<file path="src/rtl/exec_ctrl.sv">
// Multi-cycle execute controller: IDLE -> DECODE -> EXEC -> WB, driving an external ALU.
// Define EXEC_CTRL_DBG_EN to add the dbg_addr/dbg_data register-file peek port.
module exec_ctrl #(
  parameter logic [15:0] REG_RESET   = 16'h0000,
  parameter logic [2:0]  HALT_OPCODE = 3'b111
) (
  input  logic        clk,
  input  logic        reset,
  input  logic [15:0] instr,
  input  logic        instr_valid,
  output logic        instr_ready,
  output logic [15:0] alu_in_1,
  output logic [15:0] alu_in_2,
  output logic [3:0]  alu_op,
  input  logic [15:0] alu_out,
  input  logic        alu_zero,
  output logic        done,
  output logic        err,
  output logic        branch_taken,
  output logic [15:0] branch_offset,
  output logic        halted
`ifdef EXEC_CTRL_DBG_EN
  ,
  input  logic [2:0]  dbg_addr,
  output logic [15:0] dbg_data
`endif
);

  // ALU function codes shared with the ALU (simple/funct.vh encoding)
  localparam logic [3:0] FUNCT_ADD = 4'h0;
  localparam logic [3:0] FUNCT_SUB = 4'h1;
  localparam logic [3:0] FUNCT_AND = 4'h2;
  localparam logic [3:0] FUNCT_OR  = 4'h3;

  localparam logic [2:0] OP_RTYPE = 3'b000;
  localparam logic [2:0] OP_ADDI  = 3'b001;
  localparam logic [2:0] OP_BEQ   = 3'b010;

  typedef enum logic [2:0] {
    S_IDLE   = 3'd0,
    S_DECODE = 3'd1,
    S_EXEC   = 3'd2,
    S_WB     = 3'd3,
    S_HLT    = 3'd4
  } state_t;

  function automatic logic [15:0] sext7(input logic [6:0] v);
    return {{9{v[6]}}, v};
  endfunction

  state_t      state_r;
  state_t      next_state_s;
  logic [15:0] instr_r;
  logic [15:0] result_r;
  logic        ready_r;
  logic [15:0] regs_r [8];

  logic [2:0]  opcode_s;
  logic [2:0]  rs_s;
  logic [2:0]  rt_s;
  logic [2:0]  rd_s;
  logic [3:0]  funct_s;
  logic [15:0] imm_s;
  logic [15:0] src1_s;
  logic [15:0] src2_s;
  logic [3:0]  exec_op_s;
  logic        use_alu_s;
  logic        is_beq_s;
  logic        is_halt_s;
  logic        illegal_s;
  logic        wb_en_s;
  logic [2:0]  wb_addr_s;
  logic        funct_ok_s;

  // Field extraction and register-file reads for the latched instruction
  always_comb begin
    opcode_s = instr_r[15:13];
    rs_s     = instr_r[12:10];
    rt_s     = instr_r[9:7];
    rd_s     = instr_r[6:4];
    funct_s  = instr_r[3:0];
    imm_s    = sext7(instr_r[6:0]);
    src1_s   = (rs_s == 3'd0) ? 16'h0000 : regs_r[rs_s];
    src2_s   = (rt_s == 3'd0) ? 16'h0000 : regs_r[rt_s];
  end

  // Legal R-type function codes
  always_comb begin
    case (funct_s)
      FUNCT_ADD, FUNCT_SUB, FUNCT_AND, FUNCT_OR: funct_ok_s = 1'b1;
      default:                                   funct_ok_s = 1'b0;
    endcase
  end

  // Instruction class, ALU request and writeback target
  always_comb begin
    use_alu_s = 1'b0;
    is_beq_s  = 1'b0;
    is_halt_s = 1'b0;
    illegal_s = 1'b0;
    wb_en_s   = 1'b0;
    wb_addr_s = 3'd0;
    exec_op_s = FUNCT_ADD;
    if (opcode_s == HALT_OPCODE) begin
      is_halt_s = 1'b1;
    end else if (opcode_s == OP_RTYPE) begin
      if (funct_ok_s) begin
        use_alu_s = 1'b1;
        wb_en_s   = 1'b1;
        wb_addr_s = rd_s;
        exec_op_s = funct_s;
      end else begin
        illegal_s = 1'b1;
      end
    end else if (opcode_s == OP_ADDI) begin
      use_alu_s = 1'b1;
      wb_en_s   = 1'b1;
      wb_addr_s = rt_s;
      exec_op_s = FUNCT_ADD;
    end else if (opcode_s == OP_BEQ) begin
      use_alu_s = 1'b1;
      is_beq_s  = 1'b1;
      exec_op_s = FUNCT_SUB;
    end else begin
      illegal_s = 1'b1;
    end
  end

  // Next-state logic
  always_comb begin
    next_state_s = state_r;
    case (state_r)
      S_IDLE: begin
        if (instr_valid) begin
          next_state_s = S_DECODE;
        end else begin
          next_state_s = S_IDLE;
        end
      end
      S_DECODE: next_state_s = S_EXEC;
      S_EXEC:   next_state_s = S_WB;
      S_WB: begin
        if (is_halt_s) begin
          next_state_s = S_HLT;
        end else begin
          next_state_s = S_IDLE;
        end
      end
      S_HLT:    next_state_s = S_HLT;
      default:  next_state_s = S_IDLE;
    endcase
  end

  // State register
  always_ff @(posedge clk) begin
    if (reset) begin
      state_r <= S_IDLE;
    end else begin
      state_r <= next_state_s;
    end
  end

  // Instruction latch, ALU drive and retirement outputs
  always_ff @(posedge clk) begin
    if (reset) begin
      instr_r       <= 16'h0000;
      result_r      <= 16'h0000;
      ready_r       <= 1'b1;
      alu_in_1      <= 16'h0000;
      alu_in_2      <= 16'h0000;
      alu_op        <= FUNCT_ADD;
      done          <= 1'b0;
      err           <= 1'b0;
      branch_taken  <= 1'b0;
      branch_offset <= 16'h0000;
      halted        <= 1'b0;
    end else begin
      ready_r       <= (next_state_s == S_IDLE);
      done          <= 1'b0;
      err           <= 1'b0;
      branch_taken  <= 1'b0;
      branch_offset <= 16'h0000;
      case (state_r)
        S_IDLE: begin
          if (instr_valid) begin
            instr_r <= instr;
          end
        end
        S_DECODE: begin
          // HALT and illegal words leave the ALU inputs untouched
          if (use_alu_s) begin
            alu_in_1 <= src1_s;
            alu_in_2 <= (opcode_s == OP_ADDI) ? imm_s : src2_s;
            alu_op   <= exec_op_s;
          end
        end
        S_EXEC: begin
          result_r      <= alu_out;
          done          <= 1'b1;
          err           <= illegal_s;
          branch_taken  <= is_beq_s & alu_zero;
          branch_offset <= imm_s;
          if (is_halt_s) begin
            halted <= 1'b1;
          end
        end
        default: begin
        end
      endcase
    end
  end

  // Register file: r0 is hardwired to zero, single write port used only in WB
  always_ff @(posedge clk) begin
    if (reset) begin
      regs_r[0] <= 16'h0000;
      for (int i = 1; i < 8; i++) begin
        regs_r[i] <= REG_RESET;
      end
    end else if ((state_r == S_WB) && wb_en_s && (wb_addr_s != 3'd0)) begin
      regs_r[wb_addr_s] <= result_r;
    end
  end

  assign instr_ready = ready_r & ~reset;

`ifdef EXEC_CTRL_DBG_EN
  assign dbg_data = (dbg_addr == 3'd0) ? 16'h0000 : regs_r[dbg_addr];
`endif

endmodule

</file>
<file path="config.mk">
export PLATFORM = sky130hd
export DESIGN_NAME = exec_ctrl
export DESIGN_NICKNAME = d
export VERILOG_FILES = /design/src/rtl/exec_ctrl.sv
export SDC_FILE = /design/constraint.sdc
export NUM_CORES = 1
export LEC_CHECK = 0
export BUFFER_PORTS_ARGS = -buffer_cell sky130_fd_sc_hd__buf_2
export CAP_MARGIN = 20
export CORE_MARGIN = 2
export CORE_UTILIZATION = 45
export CTS_CLUSTER_DIAMETER = 80
export CTS_CLUSTER_SIZE = 14
export DETAILED_ROUTE_END_ITERATION = 8
export GPL_ROUTABILITY_DRIVEN = 0
export PLACE_DENSITY = 0.73
export SLEW_MARGIN = 40
export SYNTH_ARGS = -nofsm -noshare
export SYNTH_HDL_FRONTEND = slang
export SYNTH_SLANG_ARGS = --single-unit
</file>
<file path="constraint.sdc">
create_clock -name clk -period 3.5 [get_ports clk]
set_input_delay 0 -clock clk [delete_from_list [all_inputs] [get_ports clk]]
set_output_delay 0 -clock clk [all_outputs]
set_load 0.005 [all_outputs]
</file>
==> flow_results.xml <==
<?xml version="1.0" encoding="UTF-8"?>
<metrics>
  <group name="outcome">
    <metric name="run_status" unit="">finished, final reports clean</metric>
  </group>
  <group name="routing">
    <metric name="drc" unit="">0</metric>
    <metric name="vias_per_std_cell" unit="">5.42</metric>
    <metric name="detail_route.wl_per_cell" unit="um">18.7</metric>
    <metric name="num_vias" unit="">6465</metric>
    <metric name="number_of_detailed_routing_iterations_run_before_antenna_repair" unit="">5</metric>
    <metric name="drt_iter0_markers" unit="">592</metric>
    <metric name="number_of_nets_with_antenna_violations_after_detailed_routing" unit="">0</metric>
    <metric name="totalWireLength" unit="um">22300</metric>
  </group>
  <group name="critical_path">
    <metric name="worstPathArrival" unit="ns">2.84</metric>
    <metric name="critPathRequiredTime" unit="ns">3.64</metric>
    <metric name="r2r.worst_path.cells" unit="">4</metric>
    <metric name="cpMaxStageDelayCell" unit="">a211oi_4</metric>
    <metric name="r2r_setup_slack" unit="ns">0.79</metric>
    <metric name="capture_point_of_the_worst_reg_to_reg_path" unit="">regs_r[2][7]</metric>
    <metric name="setup_crit_start_kind" unit="">flop</metric>
    <metric name="worstSetupEndpointType" unit="">flop</metric>
    <metric name="worst_r2r_startpoint" unit="">instr_r[13]</metric>
    <metric name="crit_path_cell_trace" unit="">nor3b_4 &gt; nand3b_1 &gt; a211oi_4 &gt; or2_2</metric>
    <metric name="crit_type" unit="">flop to flop</metric>
    <metric name="path_max_fanout" unit="">17</metric>
    <metric name="critPathMaxStageDelay" unit="ns">0.62</metric>
  </group>
  <group name="flow_run">
    <metric name="max_cap_violations" unit="">0</metric>
  </group>
  <group name="sta">
    <metric name="final-setup-viol-count" unit="">0</metric>
    <metric name="finalWorstSetupSlack" unit="ns">0.793</metric>
    <metric name="fmax" unit="MHz">369</metric>
    <metric name="finalHoldViolations" unit="">0</metric>
    <metric name="timing.final.crit_share" unit="%">77.3</metric>
    <metric name="max-slew-margin-rel" unit="%">53.1</metric>
    <metric name="number_of_pins_with_negative_max_slew_slack_in_the_final_report" unit="">0</metric>
    <metric name="final.min_clock_period" unit="ns">2.71</metric>
    <metric name="max_slew.worst_pin.slew" unit="ns">0.704</metric>
    <metric name="grt_setup_unrepaired" unit="">no</metric>
    <metric name="finClkSkew" unit="ns">0.0137</metric>
    <metric name="setup-tns-final" unit="ns">0</metric>
  </group>
  <group name="yosys">
    <metric name="synth_area_in_xor_xnor" unit="%">0</metric>
    <metric name="largest_family_of_logic_cells_by_synthesized_area" unit="">multiplexers</metric>
    <metric name="async_reset_ff_share" unit="%">0</metric>
    <metric name="synth_flop_cell" unit="">edfxtp_1</metric>
    <metric name="synthesis.yosys.warnings" unit="">0</metric>
    <metric name="yosys.area_share.adder" unit="%">0</metric>
    <metric name="synth_enable_flop_cells" unit="">128</metric>
    <metric name="synth.ff_latch_count" unit="">217</metric>
    <metric name="synthesis.instances" unit="">786</metric>
    <metric name="syn_area" unit="um^2">9870</metric>
    <metric name="number_of_distinct_standard_cells_referenced_by_the_synthesized_netlist" unit="">46</metric>
    <metric name="synth_compound_area_share" unit="%">9.27</metric>
    <metric name="avgSynthCellArea" unit="um^2">12.6</metric>
    <metric name="synth.yosys.seq_area_share" unit="%">57.0</metric>
    <metric name="synthSimpleGateAreaFrac" unit="%">15.1</metric>
    <metric name="synth.area.mux_share" unit="%">15.4</metric>
  </group>
  <group name="clock_network">
    <metric name="cts_max_level" unit="">1</metric>
    <metric name="clock_tree.buffer_depth" unit="">3</metric>
    <metric name="cts_post_setup_buffers_inserted" unit="">0</metric>
    <metric name="clk-insertion-delay-late" unit="ns">0.49</metric>
    <metric name="tritoncts" unit="">yes</metric>
    <metric name="clkSlewWorstSetupHoldPaths" unit="ns">0.07</metric>
    <metric name="total_clock_buffers_created_by_cts" unit="">19</metric>
    <metric name="numClockSinks" unit="">217</metric>
    <metric name="cts_root_buf" unit="">clkbuf_16</metric>
  </group>
  <group name="floorplan">
    <metric name="die_x" unit="um">152</metric>
    <metric name="placementRows" unit="">54</metric>
    <metric name="chipHeight" unit="um">152</metric>
    <metric name="die_area" unit="um^2">23100</metric>
    <metric name="io-pin-count" unit="">93</metric>
    <metric name="start_util" unit="%">45.5</metric>
    <metric name="core-area" unit="um^2">21700</metric>
  </group>
  <group name="place">
    <metric name="placement.setup.worst_slack" unit="ns">0.848</metric>
    <metric name="detailed_place_hpwl" unit="um">16200</metric>
    <metric name="placement.io_buffers" unit="">92</metric>
  </group>
  <group name="grt">
    <metric name="grt_antenna_before_repair" unit="">0</metric>
    <metric name="grt_max_degree" unit="">46</metric>
    <metric name="grt_pass1_vias" unit="">6269</metric>
    <metric name="grt.total_usage" unit="%">19.1</metric>
    <metric name="global_route_wire_length_before_repair" unit="um">35300</metric>
    <metric name="grt_overflow" unit="">0</metric>
  </group>
  <group name="power">
    <metric name="report.power.total" unit="uW">5520</metric>
    <metric name="power.density" unit="nW/um^2">482</metric>
    <metric name="peakVddDrop" unit="uV">214</metric>
    <metric name="power.leakage" unit="uW">0.00413</metric>
  </group>
  <group name="finish">
    <metric name="drive_above_1_share" unit="%">20.6</metric>
    <metric name="number_of_antenna_diodes" unit="">0</metric>
    <metric name="flow.area_growth_from_synthesis" unit="%">16.0</metric>
    <metric name="nNetsFinal" unit="">937</metric>
    <metric name="nFillCells" unit="">1887</metric>
  </group>
  <group name="worst_hold_path">
    <metric name="holdCritPathClass" unit="">primary input to flop</metric>
    <metric name="min_from" unit="">reset</metric>
    <metric name="holdPathStages" unit="">1</metric>
    <metric name="worstHoldEndpoint" unit="">regs_r[0][1]</metric>
  </group>
</metrics>
-- worst max-delay path by stage --
stage	start	to	slack [ns]
final	instr_r[13]	regs_r[2][7]	0.79
after global routing	instr_r[13]	regs_r[2][7]	0.62
after CTS	instr_r[13]	regs_r[2][7]	0.83
after detailed placement	instr_r[13]	regs_r[2][8]	0.85
after global placement	instr_r[15]	regs_r[6][8]	0.96
after floorplan	instr_r[15]	regs_r[4][0]	1.28
-- routing by layer --
layer	GRT usage (%)	vias to the layer above	share of wire (%)
li1	-	3113	-
met1	28.9	3093	46
met2	28.6	224	44
met3	3.19	35	7.6
met4	5.12	0	2.3
met5	0	-	0
-- Yosys cell counts, types with 6 or more instances --
cell	instances	area [um^2]
a211oi_1	15	113
a21oi_1	39	195
a22oi_1	31	233
a32oi_1	7	61.3
and2_1	122	763
buf_2	16	80.1
buf_4	11	82.6
clkbuf_1	33	124
dfxtp_1	89	1780
edfxtp_1	128	3840
mux2i_1	80	801
mux4_2	32	721
nand2_1	69	259
nand3_1	12	60.1
nor2_1	30	113
nor2b_1	6	37.5
o2bb2ai_1	16	140
or2_2	7	43.8
-- flip-flops by register name, summed over array words and instances (netlist names), 3 cells and up, named ones only --
register	count
alu_in_1	16
alu_in_2	16
alu_op	4
branch_offset	7
instr_r	16
regs_r	128
result_r	16
state_r	3
-- kinds of logic after synthesis --
| kind of cell | Yosys count |
|---|---|
| AO/OA/AOI/OAI | 121 |
| buffers and inverters | 63 |
| flip-flops | 217 |
| multiplexers | 112 |
| other | 1 |
| AND/OR/NAND/NOR | 272 |
-- where the power goes --
group,switching (uW),internal (uW)
clock network,884,1020
registers,137,2820
logic,349,304
-- area by class of cell --
cell class              count  area, um^2  area share, %
multi-input cells         521        4000           34.9
well taps                 280         350           3.06
flip-flops and latches    217        5630           49.2
clock inverters             1        8.76         0.0765
repair buffers            142         933           8.15
clock buffers              32         524           4.58
-- critical path: cells and delay by family, from the launching register on --
| kind | cells | cell delay (ns) |
|---|---|---|
| simple gates | 3 | 1.18 |
| compound gates | 1 | 0.62 |
| flops | 1 | 0.55 |
-- per-stage QoR --
| stage | util [%] | std cells | cell area (um^2) | hold slack (ns) |
|---|---|---|---|---|
| 6_report | 52.8 | 1193 | 11400 | 0.0116 |
| 5_1_grt | 52.8 | 1193 | 11400 | 0.00560 |
| 4_1_cts | 52.7 | 1193 | 11400 | 0.129 |
| 3_5_place_dp | 48.8 | 1127 | 10600 | 0.250 |
| 3_3_place_gp | 48.7 | 1126 | 10600 | 0.244 |
| 2_1_floorplan | - | 801 | 9920 | 0.136 |
-- timing repair --
item	CTS	global route
hold buffers	33	0
endpoints found under the hold margin	39	0
resized for setup	0	0
-- placed cells by master (no fill, tap or decap), types with 17 or more instances in the layout --
| cell type | n |
|---|---|
| edfxtp_1 | 128 |
| and2_1 | 122 |
| buf_2 | 91 |
| dfxtp_1 | 86 |
| mux2i_1 | 80 |
| nand2_1 | 69 |
| a21oi_1 | 39 |
| dlygate4sd3_1 | 33 |
| mux4_2 | 32 |
| a22oi_1 | 31 |
| nor2_1 | 30 |
| clkbuf_16 | 19 |
| buf_4 | 17 |
No activity file was read; power rests on OpenSTA's default activity.
